===== config.mk =====
export PLATFORM = sky130hd
export DESIGN_NAME = alien_hit_detector
export DESIGN_NICKNAME = d
export VERILOG_FILES = /design/src/rtl/invaders_pkg.sv /design/src/rtl/rect_overlap.sv /design/src/rtl/alien_hit_detector.sv
export SDC_FILE = /design/constraint.sdc
export NUM_CORES = 1
export LEC_CHECK = 0
export CAP_MARGIN = 20
export CELL_PAD_IN_SITES_DETAIL_PLACEMENT = 1
export CELL_PAD_IN_SITES_GLOBAL_PLACEMENT = 1
export CORE_ASPECT_RATIO = 0.7
export CORE_MARGIN = 5
export CORE_UTILIZATION = 50
export DETAILED_ROUTE_END_ITERATION = 10
export DONT_BUFFER_PORTS = 1
export GPL_TIMING_DRIVEN = 0
export HOLD_SLACK_MARGIN = 0.06
export PLACE_DENSITY = 0.77
export SYNTH_ARGS = -nofsm -noshare
export SYNTH_HDL_FRONTEND = slang
export SYNTH_SLANG_ARGS = --single-unit

===== constraint.sdc =====
create_clock -name Clk -period 5 [get_ports Clk]
set_input_delay 1.25 -clock Clk [delete_from_list [all_inputs] [get_ports Clk]]
set_output_delay 1.25 -clock Clk [all_outputs]
set_load 0.01 [all_outputs]

===== src/rtl/invaders_pkg.sv =====
// Shared constants and types for the invaders playfield logic.
package invaders_pkg;

  localparam int unsigned SCREEN_W    = 640;
  localparam int unsigned SCREEN_H    = 480;
  localparam int unsigned OFFSCREEN_X = 641;
  localparam int unsigned OFFSCREEN_Y = 481;
  localparam int unsigned SCORE_MAX   = 9999;

  localparam int unsigned PTS_ROW_TOP = 30;
  localparam int unsigned PTS_ROW_MID = 20;
  localparam int unsigned PTS_ROW_LOW = 10;

  typedef enum logic [1:0] {IDLE, SCAN, DONE} hit_state_t;

  // Top row scores most; rows 1-2 middle; everything below lowest.
  function automatic logic [13:0] row_points(input logic [7:0] row);
    if (row == 8'd0) begin
      return 14'(PTS_ROW_TOP);
    end else if (row <= 8'd2) begin
      return 14'(PTS_ROW_MID);
    end else begin
      return 14'(PTS_ROW_LOW);
    end
  endfunction

endpackage


===== src/rtl/rect_overlap.sv =====
// Combinational axis-aligned box overlap test on 11-bit screen coordinates.
module rect_overlap (
  input  logic [10:0] a_x_i,
  input  logic [10:0] a_y_i,
  input  logic [10:0] a_w_i,
  input  logic [10:0] a_h_i,
  input  logic [10:0] b_x_i,
  input  logic [10:0] b_y_i,
  input  logic [10:0] b_w_i,
  input  logic [10:0] b_h_i,
  output logic        overlap_o
);

  logic [11:0] a_r, a_b, b_r, b_b;
  logic        nonzero;

  assign a_r = {1'b0, a_x_i} + {1'b0, a_w_i};
  assign a_b = {1'b0, a_y_i} + {1'b0, a_h_i};
  assign b_r = {1'b0, b_x_i} + {1'b0, b_w_i};
  assign b_b = {1'b0, b_y_i} + {1'b0, b_h_i};

  // A zero-area box never overlaps anything.
  assign nonzero = (a_w_i != '0) && (a_h_i != '0) && (b_w_i != '0) && (b_h_i != '0);

  assign overlap_o = nonzero &&
                     ({1'b0, b_x_i} < a_r) && ({1'b0, a_x_i} < b_r) &&
                     ({1'b0, b_y_i} < a_b) && ({1'b0, a_y_i} < b_b);

endmodule


===== src/rtl/alien_hit_detector.sv =====
// Per-frame scan of the player missile against the alien formation; owns the
// alive bitmap, live count and score, and drives the registered hit level.
module alien_hit_detector import invaders_pkg::*; #(
  parameter int unsigned ROWS      = 5,
  parameter int unsigned COLS      = 11,
  parameter int unsigned ALIEN_W   = 16,
  parameter int unsigned ALIEN_H   = 16,
  parameter int unsigned SPACING_X = 32,
  parameter int unsigned SPACING_Y = 24,
  parameter int unsigned MISSILE_W = 2
) (
  input  logic                 Clk,
  input  logic                 Reset_n,
  input  logic                 frame_start,
  input  logic                 wave_reset,
  input  logic [9:0]           missilex,
  input  logic [9:0]           missiley,
  input  logic [9:0]           missilesize,
  input  logic [9:0]           fleet_x,
  input  logic [9:0]           fleet_y,
  output logic                 hit,
  output logic [ROWS*COLS-1:0] alive,
  output logic [6:0]           alive_count,
  output logic                 all_dead,
  output logic [13:0]          score,
  output logic                 scan_busy,
  output logic                 overrun
);

  localparam int unsigned N    = ROWS * COLS;
  localparam int unsigned IdxW = $clog2(N);
  localparam int unsigned RowW = $clog2(ROWS);
  localparam int unsigned ColW = $clog2(COLS);

  hit_state_t      state_q, state_d;
  logic [IdxW-1:0] idx_q, idx_d;
  logic [RowW-1:0] row_q, row_d;
  logic [ColW-1:0] col_q, col_d;
  logic [9:0]      mx_q, mx_d, my_q, my_d, ms_q, ms_d, fx_q, fx_d, fy_q, fy_d;
  logic            hit_q, hit_d;
  logic [N-1:0]    alive_q, alive_d;
  logic [6:0]      count_q, count_d;
  logic [13:0]     score_q, score_d;
  logic            overrun_q, overrun_d;

  logic [10:0] ax, ay;
  logic        ovl;
  logic [14:0] score_sum;

  // Row/col counters track idx so no divider is needed for alien placement.
  assign ax = {1'b0, fx_q} + 11'(col_q) * 11'(SPACING_X);
  assign ay = {1'b0, fy_q} + 11'(row_q) * 11'(SPACING_Y);

  rect_overlap u_rect_overlap (
    .a_x_i     (ax),
    .a_y_i     (ay),
    .a_w_i     (11'(ALIEN_W)),
    .a_h_i     (11'(ALIEN_H)),
    .b_x_i     ({1'b0, mx_q}),
    .b_y_i     ({1'b0, my_q}),
    .b_w_i     (11'(MISSILE_W)),
    .b_h_i     ({1'b0, ms_q}),
    .overlap_o (ovl)
  );

  assign score_sum = {1'b0, score_q} + {1'b0, row_points(8'(row_q))};

  always_comb begin
    state_d   = state_q;
    idx_d     = idx_q;
    row_d     = row_q;
    col_d     = col_q;
    mx_d      = mx_q;
    my_d      = my_q;
    ms_d      = ms_q;
    fx_d      = fx_q;
    fy_d      = fy_q;
    hit_d     = hit_q;
    alive_d   = alive_q;
    count_d   = count_q;
    score_d   = score_q;
    overrun_d = overrun_q;

    if (wave_reset) begin
      state_d = IDLE;
      alive_d = '1;
      count_d = 7'(N);
      hit_d   = 1'b0;
    end else begin
      unique case (state_q)
        IDLE: begin
          if (frame_start) begin
            mx_d  = missilex;
            my_d  = missiley;
            ms_d  = missilesize;
            fx_d  = fleet_x;
            fy_d  = fleet_y;
            hit_d = 1'b0;
            idx_d = '0;
            row_d = '0;
            col_d = '0;
            state_d = (missilex >= 10'(SCREEN_W) || missiley >= 10'(SCREEN_H)) ? DONE : SCAN;
          end
        end
        SCAN: begin
          if (frame_start) overrun_d = 1'b1;
          if (alive_q[idx_q] && ovl) begin
            alive_d[idx_q] = 1'b0;
            hit_d          = 1'b1;
            count_d        = count_q - 7'd1;
            score_d        = (score_sum > 15'(SCORE_MAX)) ? 14'(SCORE_MAX) : score_sum[13:0];
            state_d        = DONE;
          end else if (idx_q == IdxW'(N - 1)) begin
            state_d = DONE;
          end else begin
            idx_d = idx_q + 1'b1;
            if (col_q == ColW'(COLS - 1)) begin
              col_d = '0;
              row_d = row_q + 1'b1;
            end else begin
              col_d = col_q + 1'b1;
            end
          end
        end
        DONE: begin
          if (frame_start) overrun_d = 1'b1;
          state_d = IDLE;
        end
        default: state_d = IDLE;
      endcase
    end
  end

  always_ff @(posedge Clk or negedge Reset_n) begin
    if (!Reset_n) begin
      state_q   <= IDLE;
      idx_q     <= '0;
      row_q     <= '0;
      col_q     <= '0;
      mx_q      <= '0;
      my_q      <= '0;
      ms_q      <= '0;
      fx_q      <= '0;
      fy_q      <= '0;
      hit_q     <= 1'b0;
      alive_q   <= '1;
      count_q   <= 7'(N);
      score_q   <= '0;
      overrun_q <= 1'b0;
    end else begin
      state_q   <= state_d;
      idx_q     <= idx_d;
      row_q     <= row_d;
      col_q     <= col_d;
      mx_q      <= mx_d;
      my_q      <= my_d;
      ms_q      <= ms_d;
      fx_q      <= fx_d;
      fy_q      <= fy_d;
      hit_q     <= hit_d;
      alive_q   <= alive_d;
      count_q   <= count_d;
      score_q   <= score_d;
      overrun_q <= overrun_d;
    end
  end

  assign hit         = hit_q;
  assign alive       = alive_q;
  assign alive_count = count_q;
  assign all_dead    = (count_q == '0);
  assign score       = score_q;
  assign scan_busy   = (state_q == SCAN);
  assign overrun     = overrun_q;

endmodule


* After elaboration in Yosys (flattened, before gate mapping)
Cells that the tools add are included.
Word-level totals: bits in registers 143, output and inout port bits 80, word-level logic and storage cells 111
Operators by class: $add $sub $neg 11, multipliers 1, order comparisons 10, equality and inequality tests 11, multiplexer cells 37, bitwise operators 3, reduce and logical (&&, ||, !) cells 24
Operator list (number):
- two-way mux 55 bit | 3
- bitwise AND 55 bit | 1
- NOT 55 bit | 1
- adder 11 x 5 -> 12 bit, second input constant | 2
- < comparator 10 x 12 -> 1 bit | 2
- < comparator 11 x 12 -> 1 bit | 2
- two-way mux 7 bit | 3
- two-way mux 6 bit | 3
- two-way mux 4 bit | 4
- adder 14 x 14 -> 15 bit | 1
- greater-than comparator 15 x 14 -> 1 bit, second input constant | 1
- two-way mux 14 bit | 1
- two-way mux 3 bit | 4
- one-hot mux 6 bit (2 select lines) | 1
- AND reduction 3 bit | 4
- adder 10 x 10 -> 11 bit | 1
- adder 10 x 2 -> 11 bit, second input constant | 1
- adder 10 x 8 -> 11 bit | 1
- adder 10 x 9 -> 11 bit | 1
- nonzero test 11 bit | 1
- greater-or-equal comparator 10 bit, second input constant | 1
- greater-or-equal comparator 10 x 9 -> 1 bit, second input constant | 1
- two-way mux 2 bit | 5
- two-way mux 5 bit | 2
- other kinds (36) | 50

* Logic depth before layout (Yosys ltp)
depth after elaboration 11, mapped depth 21

* Hierarchy
Synthesis repeated with hierarchy kept, for this count alone.
Second synthesis, totals: cells, all modules 1073, area total of the unflattened synthesis 10269.8 um^2
Modules (own cells, without submodules):
- alien_hit_detector | times used 1, cells an instance 719, area each 7538.5 um^2, seq. area each 3653.5 um^2
- rect_overlap | times used 1, cells an instance 354, area each 2731.4 um^2, seq. area each 0.0 um^2

* Worst setup path before layout
Ideal clock, no wire load.
path kind register to register, from register row_q[1], to register score_q[13], in the netlist score[13], library setup time 0.125 ns, arrival 4.461 ns, setup slack 0.414 ns, stages on the path, launching flop included 19, period minus slack after synthesis 4.586 ns, cell sequence dfrtp_1 > ha_1 > fa_1 > xor2_1 > ha_1 > o21ai_1 > or4b_1 > o311ai_2 > nand3_1 > xor2_1 > ha_1 > nand4_1 > nor2_1 > a21o_1 > o32a_1 > a32oi_4 > nand3_4 > nor3_1 > mux2_2
Between the ends: word-level cells in the longest chain between the ends 8, elaborated cells between the ends (all ways) 16, those cells by class add/sub (3); mul (1); order compare (4); mux (3); reduce/logical (5)
RTL lines:
- start: declaration | RTL line alien_hit_detector.sv:37 | logic [RowW-1:0] row_q, row_d;
- start signal: assignment | RTL line alien_hit_detector.sv:153 | row_q <= row_d;
- multiplier 3 x 2 -> 5 bit | RTL line alien_hit_detector.sv:52 | assign ay = {1'b0, fy_q} + 11'(row_q) * 11'(SPACING_Y);
- adder 10 x 8 -> 11 bit | RTL line alien_hit_detector.sv:52
- adder 11 x 5 -> 12 bit | RTL line rect_overlap.sv:18 | assign a_b = {1'b0, a_y_i} + {1'b0, a_h_i};
- < comparator 10 x 12 -> 1 bit | RTL line rect_overlap.sv:27 | ({1'b0, b_y_i} < a_b) && ({1'b0, a_y_i} < b_b);
- logical AND 1 bit | RTL line rect_overlap.sv:26 | ({1'b0, b_x_i} < a_r) && ({1'b0, a_x_i} < b_r) &&
- logical AND 1 bit | RTL line rect_overlap.sv:27
- logical AND 1 bit | RTL line alien_hit_detector.sv:107 | if (alive_q[idx_q] && ovl) begin
- AND reduction 3 bit (no line)
- end signal: assignment | RTL line alien_hit_detector.sv:163 | score_q <= score_d;
- end: declaration | RTL line alien_hit_detector.sv:43 | logic [13:0] score_q, score_d;
Several ways; a longest one is shown, not always the timed one. A chain may end at the register's enable or synchronous reset.

* Worst setup path in the final report
from register row_q[1], to register alive_q[15], in the netlist alive[15]
Between the ends: word-level cells in the longest chain between the ends 9, elaborated cells between the ends (all ways) 10, those cells by class add/sub (2); mul (1); order compare (2); reduce/logical (5)
RTL lines:
- multiplier 3 x 2 -> 5 bit (*) | RTL line alien_hit_detector.sv:52
- adder 10 x 8 -> 11 bit (*) | RTL line alien_hit_detector.sv:52
- adder 11 x 5 -> 12 bit | RTL line rect_overlap.sv:18
- < comparator 10 x 12 -> 1 bit | RTL line rect_overlap.sv:27
- logical AND 1 bit | RTL line rect_overlap.sv:26
- logical AND 1 bit (*) | RTL line rect_overlap.sv:27
- logical AND 1 bit (*) | RTL line alien_hit_detector.sv:107
- nonzero test 2 bit (no line) (*)
- AND reduction 2 bit (no line) (*)
- end signal: assignment | RTL line alien_hit_detector.sv:161 | alive_q <= alive_d;
- end: declaration | RTL line alien_hit_detector.sv:41 | logic [N-1:0] alive_q, alive_d;
Mark *: on every way between the ends. The rest lies on a longest branch, timed or not.

==> metrics.txt <==
Syn Nets=1025; crit-path max FO=8; Slowest Stage Delay on Critical Path=540 ps; fin crit share=0.986; Worst EP arrival=5270 ps; Startpoint Class=flop; Clk Latency, worst-skew pair=440 ps; Fin Clk Skew=12.2 ps; top post-synthesis cells by area=dfrtp_1, dfstp_2, ha_1, mux2_2, a21oi_1; VDD IR max=238 uV; worst slew pin tran=993 ps; fmax=203 MHz; # H-tree levels=4; MaxCap Viol Count=0; status=completed; GP Congestion=0.891; Starting Density=0.507; worst hold slack=513 ps; number of global-route vias before repair=7591; drt initial violations=547; Syn-to-layout area delta=14.3%; synthesized instance count=887; Final Setup Violations=0; minimum clock period=4930 ps; CP endpoint kind=flop; largest net degree at the start of global routing=144; GRT Resource Usage Total=0.255; Cells after DPL=1124; antenna violations before repair=1; FP Rows=41; clock sink count=143; CP Cell Sequence=buf_6 > fa_2 > xor2_1 > ha_1 > o21ai_2 > or4b_4 > o311ai_4 > nand3_1 > xor2_1 > ha_1 > nand4_1 > nor2_2 > o2111a_1 > o32a_1 > a32oi_4 > buf_6 > nand3_4 > buf_12 > nor4_4 > buf_6 > a21oi_1; sum of negative setup slack=0 ps; Slew Limit Headroom=0.335; Final Net Count=1062; asr flop ratio synth=1.00; Final Non-Filler Cells=1174; register area share after synthesis=0.403; Yosys reg bits=143; die area=21000 um^2; average wire per standard cell=22.7 um; chip width=171 um; total global routing overflow=0; via count=7215; top_reg_cell synth=dfrtp_1; CTS Buf Count=17; CTS Root Cell=clkbuf_16; Core Footprint=17900 um^2; power per cell area=434 nW/um^2; final hold violations=0; Yosys cell types=76; Vias/cell=6.15; static leakage=4.41 nW; number of synthesized flops with an enable pin=0; antenna violation net count after detailed routing=0; drt total wl=26.6 mm; area leader, netlist=dfrtp_1; min-delay worst type=in2async; Avg Cell Area, Syn=10.2 um^2; CP required=5340 ps; crit path kind=reg2reg; Slowest cell on crit path=or4b_4; Max Slew Vio Count=0; layout cells sized above 1=0.255; most frequent CP cell=buf_6; synth warn=0; first-pass GRT wire length=41.9 mm; Yosys top cell area share=0.229; CTS clk-pin slew, worst paths=70 ps; cell area after synthesis=9070 um^2; CTS tree=done; Longest Clk Path Bufs=2; IO Pins=134; HPWL Detailed=19.3 mm; RSZ-0062 raised after global routing=true; I/O Buffers=0; Die Ht=123 um; Detailed Routing Iterations Pass 1=5; # DRC=0
-- what timing repair did --
item | 4_1_cts | 5_1_grt
setup buffers | 10 | 5
setup endpoints to repair | 86 | 85
gates cloned | 1 | 0
gates resized for setup | 19 | 31
hold buffers | 0 | 0
pin swaps | 7 | 18
-- per-stage QoR --
stage	util	setup slack, ps	cell area (um^2)	power, mW
final	0.579	70.8	10400	4.50
after global routing	0.579	-124	10400	4.81
after CTS	0.568	23.8	10200	4.47
after detailed placement	0.524	-272	9380	3.09
after global placement	0.523	-143	9360	2.95
after floorplan	-	414	9070	2.65
-- sequential cells by signal (all words and copies together), names as in the netlist --
signal       flops
ms_q            10
overrun          1
alive_count      7
my_q            10
idx_q            6
row_q            3
state_q          2
fx_q            10
col_q            4
mx_q            10
hit              1
score           14
alive           55
fy_q            10
-- critical path: cells and delay by family (launching register included) --
family	cells	cell delay, ps
buffers and inverters	4	700
AO/OA/AOI/OAI	6	1040
XOR/XNOR	2	350
adder cells (fa/ha/maj)	3	1070
flip-flops	1	440
AND/OR/NAND/NOR	6	1230
-- layout by cell type, fill, tap and decap left out, types with 14 or more instances in the layout --
master	count
xnor2_1	14
clkbuf_1	24
mux2_2	57
nand2_1	43
nand4_1	19
xor2_1	17
nor2_1	92
o21ai_0	19
clkbuf_16	17
inv_1	43
dfstp_2	60
a21o_1	14
ha_1	78
dfrtp_1	81
a21oi_1	74
nand3_1	18
-- layer usage --
| layer | share of wire | routed length, um | up-vias | track usage |
|---|---|---|---|---|
| met1 | 0.46 | 12200 | 3684 | 0.356 |
| met3 | 0.064 | 1700 | 35 | 0.0708 |
| met2 | 0.46 | 12300 | 203 | 0.393 |
| met4 | 0.016 | 418 | 0 | 0.0708 |
| met5 | 0 | 0 | - | 0 |
| li1 | - | - | 3293 | - |
-- cell type report --
type,instances,area [um^2]
inverters,45,169
diodes,1,2.50
multi-input cells,664,5290
flip-flops and latches,143,3660
repair buffers,18,193
fillers,1969,7540
plain buffers,35,179
clock buffers,17,425
clock inverters,15,155
well taps,236,295
-- worst paths after layout --
check / startpoint / to / slack, ps / cells past startpoint
max in group asynchronous: Reset_n / alive[24] / 4180 / 0
max reg2reg: row_q[1] / alive[15] / 70 / 21
max: row_q[1] / alive[15] / 70 / 21
min in group Clk: fx_q[5] / fx_q[5] / 520 / 1
min: Reset_n / fx_q[2] / 510 / 0
min reg2reg: fx_q[5] / fx_q[5] / 520 / 1
-- power breakdown --
group	internal (mW)	total (mW)	leakage, nW	switching (mW)
Combinational	0.774	1.78	2.45	1.01
Sequential	1.29	1.44	1.67	0.151
Clock	0.674	1.28	0.288	0.603
-- Yosys cell counts (9+ instances only) --
cell type and count:
nand2b_1 9, a21oi_1 86, nand3_1 18, a21o_1 14, clkbuf_1 24, nand2_1 43, dfstp_2 60, o21ai_0 19
xor2_1 18, nor2_1 96, a211oi_1 12, nand4_1 19, xnor2_1 14, ha_1 79, inv_1 43, mux2i_1 12
dfrtp_1 83, mux2_2 58
-- logic make-up (layout without fill, tap and decap cells) --
kind of cell    after synthesis  after routing  share of synthesized area
flops                       143            143                      0.403
other cells                   0              1                          0
simple gates                255            255                      0.147
buf+inv                      80            130                     0.0371
xor+xnor                     32             32                     0.0309
mux                          78             78                      0.104
compound gates              215            215                      0.159
fa+ha+maj                    84             84                      0.120
Note: power is estimated with default switching activity, not from simulation.
